**src/rtl/mem_arbiter.sv**
```systemverilog
// Round-robin arbiter sharing one single-port synchronous RAM between the
// dcache (port 0) and the icache (port 1); one access is in flight at a time.
module mem_arbiter #(
  parameter int ADDR_WIDTH     = 32,
  parameter int DATA_WIDTH     = 32,
  parameter int RAM_ADDR_WIDTH = 17,
  parameter int MEM_LATENCY    = 2
) (
  input  logic                      clk,
  input  logic                      rst,
  input  logic [3:0]                mem_rw_flag_i,
  input  logic [2*ADDR_WIDTH-1:0]   mem_addr_i,
  input  logic [2*DATA_WIDTH-1:0]   mem_w_data_i,
  input  logic [7:0]                mem_w_mask_i,
  output logic [2*DATA_WIDTH-1:0]   mem_r_data_o,
  output logic [1:0]                mem_busy_o,
  output logic [1:0]                mem_done_o,
  output logic                      ram_ce_o,
  output logic                      ram_we_o,
  output logic [RAM_ADDR_WIDTH-1:0] ram_addr_o,
  output logic [DATA_WIDTH-1:0]     ram_w_data_o,
  output logic [3:0]                ram_w_mask_o,
  input  logic [DATA_WIDTH-1:0]     ram_r_data_i
);

  typedef enum logic [1:0] {
    ST_IDLE  = 2'd0,
    ST_ISSUE = 2'd1,
    ST_WAIT  = 2'd2,
    ST_DONE  = 2'd3
  } state_t;

  localparam logic [3:0] LAT_LOAD = 4'(MEM_LATENCY - 1);

  state_t                    state_r;
  state_t                    state_s;
  logic [1:0]                pending_s;
  logic [1:0]                mask_r;
  logic                      grant_s;
  logic                      grant_fire_s;
  logic                      grant_r;
  logic                      last_grant_r;
  logic                      is_write_r;
  logic [3:0]                lat_cnt_r;
  logic                      read_capture_s;
  logic [ADDR_WIDTH-1:0]     sel_addr_s;
  logic [DATA_WIDTH-1:0]     sel_data_s;
  logic [3:0]                sel_mask_s;
  logic                      sel_write_s;
  logic                      unused_addr_s;

  logic [2*DATA_WIDTH-1:0]   r_data_r;
  logic [1:0]                busy_r;
  logic [1:0]                done_r;
  logic                      ram_ce_r;
  logic                      ram_we_r;
  logic [RAM_ADDR_WIDTH-1:0] ram_addr_r;
  logic [DATA_WIDTH-1:0]     ram_w_data_r;
  logic [3:0]                ram_w_mask_r;

  function automatic logic [1:0] port_onehot(input logic port);
    port_onehot = port ? 2'b10 : 2'b01;
  endfunction

  // Pending ports, round-robin choice and the chosen port's request fields
  always_comb begin
    pending_s[0] = (mem_rw_flag_i[1:0] != 2'b00) && !mask_r[0];
    pending_s[1] = (mem_rw_flag_i[3:2] != 2'b00) && !mask_r[1];
    grant_s      = 1'b0;
    case (pending_s)
      2'b01:   grant_s = 1'b0;
      2'b10:   grant_s = 1'b1;
      2'b11:   grant_s = ~last_grant_r;
      default: grant_s = 1'b0;
    endcase
    grant_fire_s = (state_r == ST_IDLE) && (pending_s != 2'b00);
    if (grant_s) begin
      sel_addr_s  = mem_addr_i[2*ADDR_WIDTH-1:ADDR_WIDTH];
      sel_data_s  = mem_w_data_i[2*DATA_WIDTH-1:DATA_WIDTH];
      sel_mask_s  = mem_w_mask_i[7:4];
      sel_write_s = mem_rw_flag_i[3];
    end else begin
      sel_addr_s  = mem_addr_i[ADDR_WIDTH-1:0];
      sel_data_s  = mem_w_data_i[DATA_WIDTH-1:0];
      sel_mask_s  = mem_w_mask_i[3:0];
      sel_write_s = mem_rw_flag_i[1];
    end
  end

  // Byte-offset and high address bits play no part in the word address
  assign unused_addr_s = ^{sel_addr_s[ADDR_WIDTH-1:RAM_ADDR_WIDTH+2], sel_addr_s[1:0]};

  // Next-state logic of the access sequencer
  always_comb begin
    state_s = state_r;
    case (state_r)
      ST_IDLE: begin
        if (grant_fire_s) state_s = ST_ISSUE;
        else              state_s = ST_IDLE;
      end
      ST_ISSUE: begin
        if (is_write_r) state_s = ST_DONE;
        else            state_s = ST_WAIT;
      end
      ST_WAIT: begin
        if (lat_cnt_r == 4'd0) state_s = ST_DONE;
        else                   state_s = ST_WAIT;
      end
      ST_DONE: state_s = ST_IDLE;
      default: state_s = ST_IDLE;
    endcase
  end

  assign read_capture_s = (state_r == ST_WAIT) && (lat_cnt_r == 4'd0);

  // Sequencer state, grant history, duplicate-service mask and latency counter
  always_ff @(posedge clk) begin
    if (rst) begin
      state_r      <= ST_IDLE;
      grant_r      <= 1'b0;
      last_grant_r <= 1'b1;
      mask_r       <= 2'b00;
      is_write_r   <= 1'b0;
      lat_cnt_r    <= 4'd0;
    end else begin
      state_r <= state_s;
      // The finished port is masked for one IDLE cycle while its cache drops the flag
      mask_r  <= (state_r == ST_DONE) ? port_onehot(grant_r) : 2'b00;
      if (grant_fire_s) begin
        grant_r    <= grant_s;
        is_write_r <= sel_write_s;
      end
      if (state_r == ST_DONE) begin
        last_grant_r <= grant_r;
      end
      if (state_r == ST_ISSUE) begin
        lat_cnt_r <= LAT_LOAD;
      end else if ((state_r == ST_WAIT) && (lat_cnt_r != 4'd0)) begin
        lat_cnt_r <= lat_cnt_r - 4'd1;
      end
    end
  end

  // Registered cache-side and RAM-side outputs
  always_ff @(posedge clk) begin
    if (rst) begin
      r_data_r     <= '0;
      busy_r       <= 2'b00;
      done_r       <= 2'b00;
      ram_ce_r     <= 1'b0;
      ram_we_r     <= 1'b0;
      ram_addr_r   <= '0;
      ram_w_data_r <= '0;
      ram_w_mask_r <= 4'b0000;
    end else begin
      busy_r   <= (state_s != ST_IDLE) ? 2'b11 : 2'b00;
      done_r   <= (state_s == ST_DONE) ? port_onehot(grant_r) : 2'b00;
      ram_ce_r <= grant_fire_s;
      ram_we_r <= grant_fire_s && sel_write_s;
      if (grant_fire_s) begin
        ram_addr_r   <= sel_addr_s[RAM_ADDR_WIDTH+1:2];
        ram_w_data_r <= sel_data_s;
        ram_w_mask_r <= sel_mask_s;
      end
      // Only the granted port's read slice is ever written
      if (read_capture_s) begin
        if (grant_r) r_data_r[2*DATA_WIDTH-1:DATA_WIDTH] <= ram_r_data_i;
        else         r_data_r[DATA_WIDTH-1:0]            <= ram_r_data_i;
      end
    end
  end

  assign mem_r_data_o = r_data_r;
  assign mem_busy_o   = busy_r;
  assign mem_done_o   = done_r;
  assign ram_ce_o     = ram_ce_r;
  assign ram_we_o     = ram_we_r;
  assign ram_addr_o   = ram_addr_r;
  assign ram_w_data_o = ram_w_data_r;
  assign ram_w_mask_o = ram_w_mask_r;

endmodule

```
**config.mk**
```make
export PLATFORM = sky130hd
export DESIGN_NAME = mem_arbiter
export DESIGN_NICKNAME = d
export VERILOG_FILES = /design/src/rtl/mem_arbiter.sv
export SDC_FILE = /design/constraint.sdc
export NUM_CORES = 1
export LEC_CHECK = 0
export ABC_AREA = 1
export CORE_ASPECT_RATIO = 0.6
export CORE_MARGIN = 2
export CORE_UTILIZATION = 37
export DETAILED_ROUTE_END_ITERATION = 10
export GPL_ROUTABILITY_DRIVEN = 0
export PLACE_DENSITY_LB_ADDON = 0.12
export SYNTH_ARGS = -nofsm -noshare
export SYNTH_HDL_FRONTEND = slang
export SYNTH_SLANG_ARGS = --single-unit
export TNS_END_PERCENT = 30
```
**constraint.sdc**
```tcl
create_clock -name clk -period 1.4 [get_ports clk]
set_input_delay 0.28 -clock clk [delete_from_list [all_inputs] [get_ports clk]]
set_output_delay 0.28 -clock clk [all_outputs]
set_load 0.03 [all_outputs]
```
==> key figures, run 1 <==
Worst setup path
  – Worst-path cell chain: inv_4 > ha_4 > nand4_4 > nor2_4 > buf_12 > clkbuf_16 > o21ai_1 > nor2_1
  – FF-to-FF setup slack: -30 ps
  – CP max stage cell: dfxtp_2
  – Setup Crit Path Kind: reg2reg
  – Worst Setup End Kind: flop
  – Largest stage delay, worst path: 340 ps
  – Critical Path RT: 1750 ps
  – Critical path peak fanout: 8
  – Worst Path Arrival: 1780 ps
  – Crit path launch type: flop

Detailed routing
  – Vias: 6,548
  – Initial drt markers: slightly above 300
  – Avg Vias per Cell: 4.60
  – Final wirelength: 21.4 mm
  – ANT nets after route: 0
  – Drt pass-1 iters: 4
  – Routed len/inst: ~15 µm
  – DRC Markers: 0

CTS
  – Clock Latency Late Sink: 410 ps
  – Sink Count: about 130
  – CTS root buffer: clkbuf_16
  – CTS Buf Count: 17
  – TritonCTS clock tree: built
  – CTS Hold Bufs: 0
  – Clock Pin Slew Worst Setup and Hold Paths: 70 ps
  – H-tree depth: 4
  – Clock buffer depth: 2

Timing
  – Final setup vio count: 25
  – Max Slew Vio Count: 0
  – Final setup margin: -29.8 ps
  – Fin crit share: 102%
  – Tmin final: 1430 ps
  – Fin Setup TNS: -379 ps
  – Slew margin rel.: 80.9%
  – RSZ-0062 raised after global routing: true
  – Fmax: 699 MHz
  – Clock Skew: 11.2 ps
  – Final hold vios: 0
  – Worst Max-Slew Pin Slew: roughly 290 ps

Status
  – Status: finished, violations left
  – Failing checks: negative setup slack

Logic synthesis
  – Synth warnings: 0
  – Cells after Synth: just under 900
  – Syn nets: 1,071
  – Synthesized area: 0.00618 mm²
  – Avg Cell Area, Syn: 6.94 µm²
  – Synth unique cells: 32
  – Seq cells post-synth: 133
  – Sequential area share after synthesis: 43.1%

Die
  – I/O Pins: ~300
  – # rows: 36
  – Core ar.: between 0.015 and 0.02 mm²
  – Die H: 104 µm
  – Die Width: 171 µm
  – Initial core utilization: 37.9%
  – Die Footprint: 0.0178 mm²

Final layout
  – Nets: between 1,000 and 1,500
  – Design area: 0.0106 mm²
  – Fill count: 1,395
  – Fraction of layout cells with a size suffix above 1: 26.4%
  – Area grow syn2layout: 72.1%
  – Finished Layout Cells: approximately 1,400
  – # diodes: 0

GRT
  – Initial antenna violation count: 0
  – First-pass GRT wire length: 30.3 mm
  – Vias in the first global route: 5,876
  – Global Route Usage Sum: 21.1%
  – Largest net degree at the start of global routing: 67
  – GR Overflow Total: 0

Placed design
  – Dpl ws: -386 ps
  – DP Area: 0.00934 mm²
  – Post-DP HPWL: about 13 mm
  – Inst Count DP: 1,369
  – Port Buf Inserts: between 200 and 300

Worst hold path
  – Hold Path Class: in2reg

Power
  – PwrDens: 2120 mW/mm²
  – VDD IR max: 0.839 mV
  – Leak Pwr: 4.73 nW
  – Total power: 0.0225 W

Flow run
  – Max-Cap Viols: 0
==> cells in the mapped netlist, drive strengths merged <==
library cell	instances	area share, %
nor3	1	0.081
dfxtp	133	43
inv	75	4.6
o21ai	66	5.3
nor4	1	0.10
nand3	59	4.9
a21oi	4	0.51
clkbuf	21	1.3
ha	6	1.2
nor2	251	16
a21boi	53	6.6
o21bai	2	0.43
or2	1	0.10
nand4	1	0.34
buf	37	4.6
nand2	178	11
a211oi	1	0.12
a31oi	1	0.10
==> per-layer routing <==
layer | up-vias | track usage [%] | wire length [µm]
met5 | - | 0 | 0
met4 | 0 | 5.57 | 310
met3 | 29 | 7.76 | 1870
met2 | 210 | 31.6 | 8900
met1 | 2947 | 28.7 | 10300
li1 | 3362 | - | -
==> worst max-delay path: cells and delay by family (launching register included) <==
family	cells	cell delay [ps]
simple gates	3	440
fa+ha+maj	1	150
flops	1	340
buf+inv	3	380
compound gates	1	60
==> final timing paths <==
check                                      start                to  depth (start not counted)
worst max-delay path                  state_r[0]  mem_r_data_o[14]                          8
worst min-delay path            mem_rw_flag_i[3]          ram_we_o                          5
worst max register to register        state_r[0]  mem_r_data_o[14]                          8
worst min register to register      lat_cnt_r[3]      lat_cnt_r[3]                          2
==> registers in the layout, indices dropped and copies added, names as in the netlist, 2 cells and up <==
register,cells
mem_r_data_o,64
ram_addr_o,17
ram_w_mask_o,4
state_r,2
mem_done_o,2
ram_w_data_o,32
lat_cnt_r,4
mask_r,2
==> where the power goes <==
part	switching (W)	total [W]	internal, W
Clock	0.00188	0.00462	0.00273
Sequential	0.000766	0.00589	0.00512
Combinational	0.00703	0.0120	0.00502
Total	0.00968	0.0225	0.0129
==> cells by family (layout without fill, tap and decap cells) <==
family / count (synthesis) / in the layout / synth area share (%)
simple gates: 492 / 492 / 32.2
fa+ha+maj: 6 / 6 / 1.21
compound gates: 127 / 127 / 13.1
buf+inv: 133 / 437 / 10.4
flops: 133 / 133 / 43.1
==> area by class of cell <==
type	count	area, µm²	share of cell area [%]
well taps	228	285	2.68
inverters	75	288	2.71
multi-input cells	625	3120	29.3
repair buffers	330	3670	34.5
flip-flops and latches	133	2670	25.1
clock inverters	14	165	1.55
clock buffers	18	439	4.13
==> cell usage in the layout, fill, tap and decap left out, drive strengths merged <==
| master | n |
|---|---|
| nor2 | 251 |
| nand2 | 178 |
| clkdlybuf4s50 | 139 |
| dfxtp | 133 |
| clkdlybuf4s15 | 93 |
| inv | 82 |
| o21ai | 66 |
| buf | 66 |
| nand3 | 59 |
| a21boi | 53 |
| clkbuf | 45 |
| ha | 6 |
| dlymetal6s2s | 4 |
| a21oi | 4 |
| clkinv | 3 |
| bufinv | 2 |
| clkinvlp | 2 |
| o21bai | 2 |
| nand4 | 1 |
| or2 | 1 |
| nor4 | 1 |
| a211oi | 1 |
| nor3 | 1 |
| a31oi | 1 |
| clkdlybuf4s18 | 1 |
==> per-stage QoR <==
stage               util, %  hold WS (ps)
floorplan                 -           349
global placement       57.3           471
detailed placement     57.3           473
CTS                    61.7           473
global route           65.2           437
finish                 65.2           397
==> repair_timing <==
item | CTS | global route
gates resized for setup | 331 | 128
endpoints found under the setup margin | 171 | 142
gates cloned | 0 | 16
setup buffers | 0 | 6
pin swaps | 0 | 19
Note: power is estimated with default switching activity, not from simulation.
==> inputs of run 2 (changes only) <==
ABC_AREA = unset   (was 1)
CORE_UTILIZATION = 38   (was 37)
clock period = 1.5 ns   (was 1.4 ns; I/O delays follow)
==> run 2 against run 1 <==
Effect of this change: the flow still finishes with violations (negative setup slack); non-clock buffer count down 34; power decreased by 35%; core utilization increased by 2.5 points; via count down 16%; clock skew is 2.0 ps lower; die area decreased by 18%; combinational power down 51%; sequential power fell by 21%; register-to-register slack got worse by 20 ps; setup slack worse by 18 ps; critical path type unchanged; largest cell class unchanged.
==> key figures, run 2 <==
Status
  – Status: finished, violations left
  – Failing checks: negative setup slack

Worst setup path
  – Gate family responsible for the most delay along the worst path: simple AND/OR/NAND/NOR gates
  – Worst Path Buf+Inv: 2 (-1)
  – Worst-path cell chain: inv_2 > ha_4 > and4bb_4 > and2b_4 > clkbuf_16 > nand2_1 > a21oi_1
  – CP max stage cell: dfxtp_2
  – Stages on the worst setup path: 7 (-1)
  – Largest stage delay, worst path: 320 ps (-20 ps)
  – Reg2Reg Depth: 7 (-1)
  – Critical Path RT: 1830 ps (+80 ps)
  – FF-to-FF setup slack: -50 ps (-20 ps)
  – R2R Path Start: lat_cnt_r[1]
  – Capturing point of the worst reg2reg path: mem_r_data_o[21]
  – Crit path to: mem_r_data_o[21]
  – Worst Path Arrival: 1880 ps (+100 ps)
  – Worst Setup End Kind: flop
  – Setup Crit Path Kind: reg2reg
  – Critical path peak fanout: 8 (unchanged)
  – Crit. Startpoint: lat_cnt_r[1]
  – Crit path launch type: flop

Logic synthesis
  – Post-synthesis compound-gate area fraction: 23.8% (+11 points)
  – Synth top area share: 51.6% (+8.5 points)
  – Synth Area in XOR/XNOR: 0.509% (+0.51 points)
  – Synth unique cells: 36 (+13%)
  – Avg Cell Area, Syn: 7.97 µm² (+15%)
  – Largest family of logic cells by synthesized area: compound AO/OA/AOI/OAI gates
  – Sequential area share after synthesis: 51.6% (+8.5 points)
  – Adder-cell share of the synthesized area: 1.45% (+0.24 points)
  – Post-synth EDFFs: 0 (unchanged)
  – Seq cells post-synth: 133 (unchanged)
  – Top_reg_cell synth: dfxtp_1
  – Syn nets: 828 (-23%)
  – Dominant cell type by area after synthesis: dfxtp_1
  – Synth warnings: 0 (unchanged)
  – Synth top area cells: dfxtp_1 52%, a21oi_1 16%, nand2_1 14%
  – Cells after Synth: 648 (-27%)
  – Most common cell in the synthesized netlist: nand2_1
  – Most frequent cells after synthesis: 189 x nand2_1, 167 x a21oi_1, 133 x dfxtp_1
  – Mux contribution to synthesized area: 0.194% (+0.19 points)
  – Ys async rst share: 0% (unchanged)
  – Synthesized area: 0.00516 mm² (-16%)
  – Post-Synth Simple-Gate Area: 16.2% (-16 points)

Final layout
  – Max reg flops: 64 (unchanged)
  – Commonest non-fill, non-tap cell in the layout: nand2_1
  – # diodes: 0 (unchanged)
  – Nets: 1,089 (-20%)
  – Area grow syn2layout: 71.2%
  – Fraction of layout cells with a size suffix above 1: 12.9% (-13 points)
  – Fill count: 1,057 (-24%)
  – Most frequent cells in the layout: 177 x nand2_1, 153 x a21oi_1, 142 x clkdlybuf4s50_1

Die
  – I/O Pins: 297 (unchanged)
  – Core ar.: 0.0131 mm² (-20%)
  – Initial core utilization: 39.6% (+1.7 points)
  – Die Footprint: 0.0146 mm² (-18%)
  – Die H: 94.3 µm (-9.4%)
  – # rows: 32 (-11%)
  – Die Width: 155 µm (-9.6%)

Timing
  – Slew margin rel.: 73.0% (-7.9 points)
  – Fin crit share: 103% (+1.1 points)
  – Final setup vio count: 16 (-36%)
  – Tmin final: 1550 ps (+118 ps)
  – Clock Skew: 9.22 ps (-1.97 ps)
  – Final setup margin: -47.9 ps (-18.1 ps)
  – Fmax: 646 MHz (-7.6%)
  – RSZ-0062 raised after global routing: true
  – Worst Max-Slew Pin Slew: 406 ps (+119 ps)
  – Max Slew Vio Count: 0 (unchanged)
  – Final hold vios: 0 (unchanged)

CTS
  – Clock Latency Late Sink: 410 ps (about the same)
  – Sink Count: 133 (unchanged)
  – CTS Hold Bufs: 0 (unchanged)
  – H-tree depth: 4 (unchanged)
  – CTS Buf Count: 17 (unchanged)
  – Clock buffer depth: 2 (unchanged)
  – TritonCTS clock tree: built
  – CTS root buffer: clkbuf_16
  – Clock Pin Slew Worst Setup and Hold Paths: 70 ps (about the same)

Power
  – Total power: 0.0146 W (-35%)
  – VDD IR max: 0.935 mV (+11%)
  – Leak Pwr: 3.81 nW (-20%)
  – PwrDens: 1650 mW/mm² (-22%)

Detailed routing
  – Avg Vias per Cell: 5.02 (+9.2%)
  – Drt pass-1 iters: 4 (unchanged)
  – Routed len/inst: 16.5 µm (+10%)
  – Final wirelength: 18.1 mm (-15%)
  – Initial drt markers: 206 (-32%)
  – DRC Markers: 0 (unchanged)
  – Vias: 5,487 (-16%)
  – ANT nets after route: 0 (unchanged)

GRT
  – Largest net degree at the start of global routing: 79 (+18%)
  – Met1 Resource Use GR: 28.0% (-0.69 points)
  – First-pass GRT wire length: 26.7 mm (-12%)
  – Vias in the first global route: 5,339 (-9.1%)
  – GR Util met3: 6.50% (-1.3 points)
  – GR peak layer: met2
  – GRT met2 Usage: 38.5% (+7.0 points)
  – Global Route Usage Sum: 22.7% (+1.5 points)
  – GR Overflow Total: 0 (unchanged)
  – Initial antenna violation count: 0 (unchanged)

Worst hold path
  – Hold Path Class: in2reg

Placed design
  – Dpl ws: -396 ps (-10.1 ps)
  – Port Buf Inserts: 266 (unchanged)
  – Post-DP HPWL: 11.7 mm (-12%)

Flow run
  – Max-Cap Viols: 0 (unchanged)
## run 2: final cells by class
type	count	area, µm²	area share [%]
Timing Repair Buffer	296	2970	33.6
Sequential cell	133	2670	30.2
Multi-Input combinational cell	455	2390	27.0
Clock buffer	18	439	4.97
Tap cell	170	213	2.41
Clock inverter	14	141	1.60
Inverter	6	22.5	0.255
## run 2: report_power, final
| group | leakage (nW) | switching [W] | total [W] | internal [W] |
|---|---|---|---|---|
| clock | 0.279 | 0.00169 | 0.00407 | 0.00238 |
| combinational | 2.44 | 0.00362 | 0.00589 | 0.00227 |
| sequential | 1.09 | 0.000375 | 0.00465 | 0.00428 |
## run 2: timing repair
item	4_1_cts	5_1_grt
endpoints found under the setup margin	189	128
gates cloned	0	6
buffers inserted	0	2
pin swaps	1	25
resized for setup	125	76
## run 2: worst min-delay path by stage
| stage | from | to | slack (ps) | cells past startpoint |
|---|---|---|---|---|
| global placement | mem_r_data_o[16] | mem_r_data_o[16] | 440 | 2 |
| global route | rst | lat_cnt_r[0] | 240 | 3 |
| floorplan | mem_w_mask_i[0] | ram_w_mask_o[0] | 430 | 2 |
| finish | rst | lat_cnt_r[0] | 240 | 3 |
| detailed placement | mem_r_data_o[10] | mem_r_data_o[10] | 450 | 2 |
| CTS | rst | lat_cnt_r[0] | 240 | 3 |
## run 2: layer usage
layer	up-vias	share of wire [%]
met3	22	8.2
met4	0	1.4
met5	-	0
met1	2531	45
met2	237	46
li1	2697	-
## run 2: through the flow
stage	setup TNS [ps]	hold WS (ps)	area (µm²)	util, %	std cells
2_1_floorplan	0	434	5170	-	648
3_3_place_gp	-15900	442	8050	61.7	1052
3_5_place_dp	-21070	446	8050	61.7	1052
4_1_cts	-959	236	8480	65.0	1084
5_1_grt	-3510	238	8840	67.7	1092
6_report	-205	244	8840	67.7	1092
## run 2: logic make-up after synthesis
family,Yosys count
muxes,1
adders and majority gates,6
AOI/OAI and AO/OA,234
xor gates and xnor gates,3
DFF,133
and+or+nand+nor,211
buffers and inverters,60
## run 2: worst reg2reg max path: stages (launching register included)
cell and delay, ps:
dfxtp_2 320, inv_2 70, ha_4 140, and4bb_4 280, and2b_4 260, clkbuf_16 200
nand2_1 70, a21oi_1 130
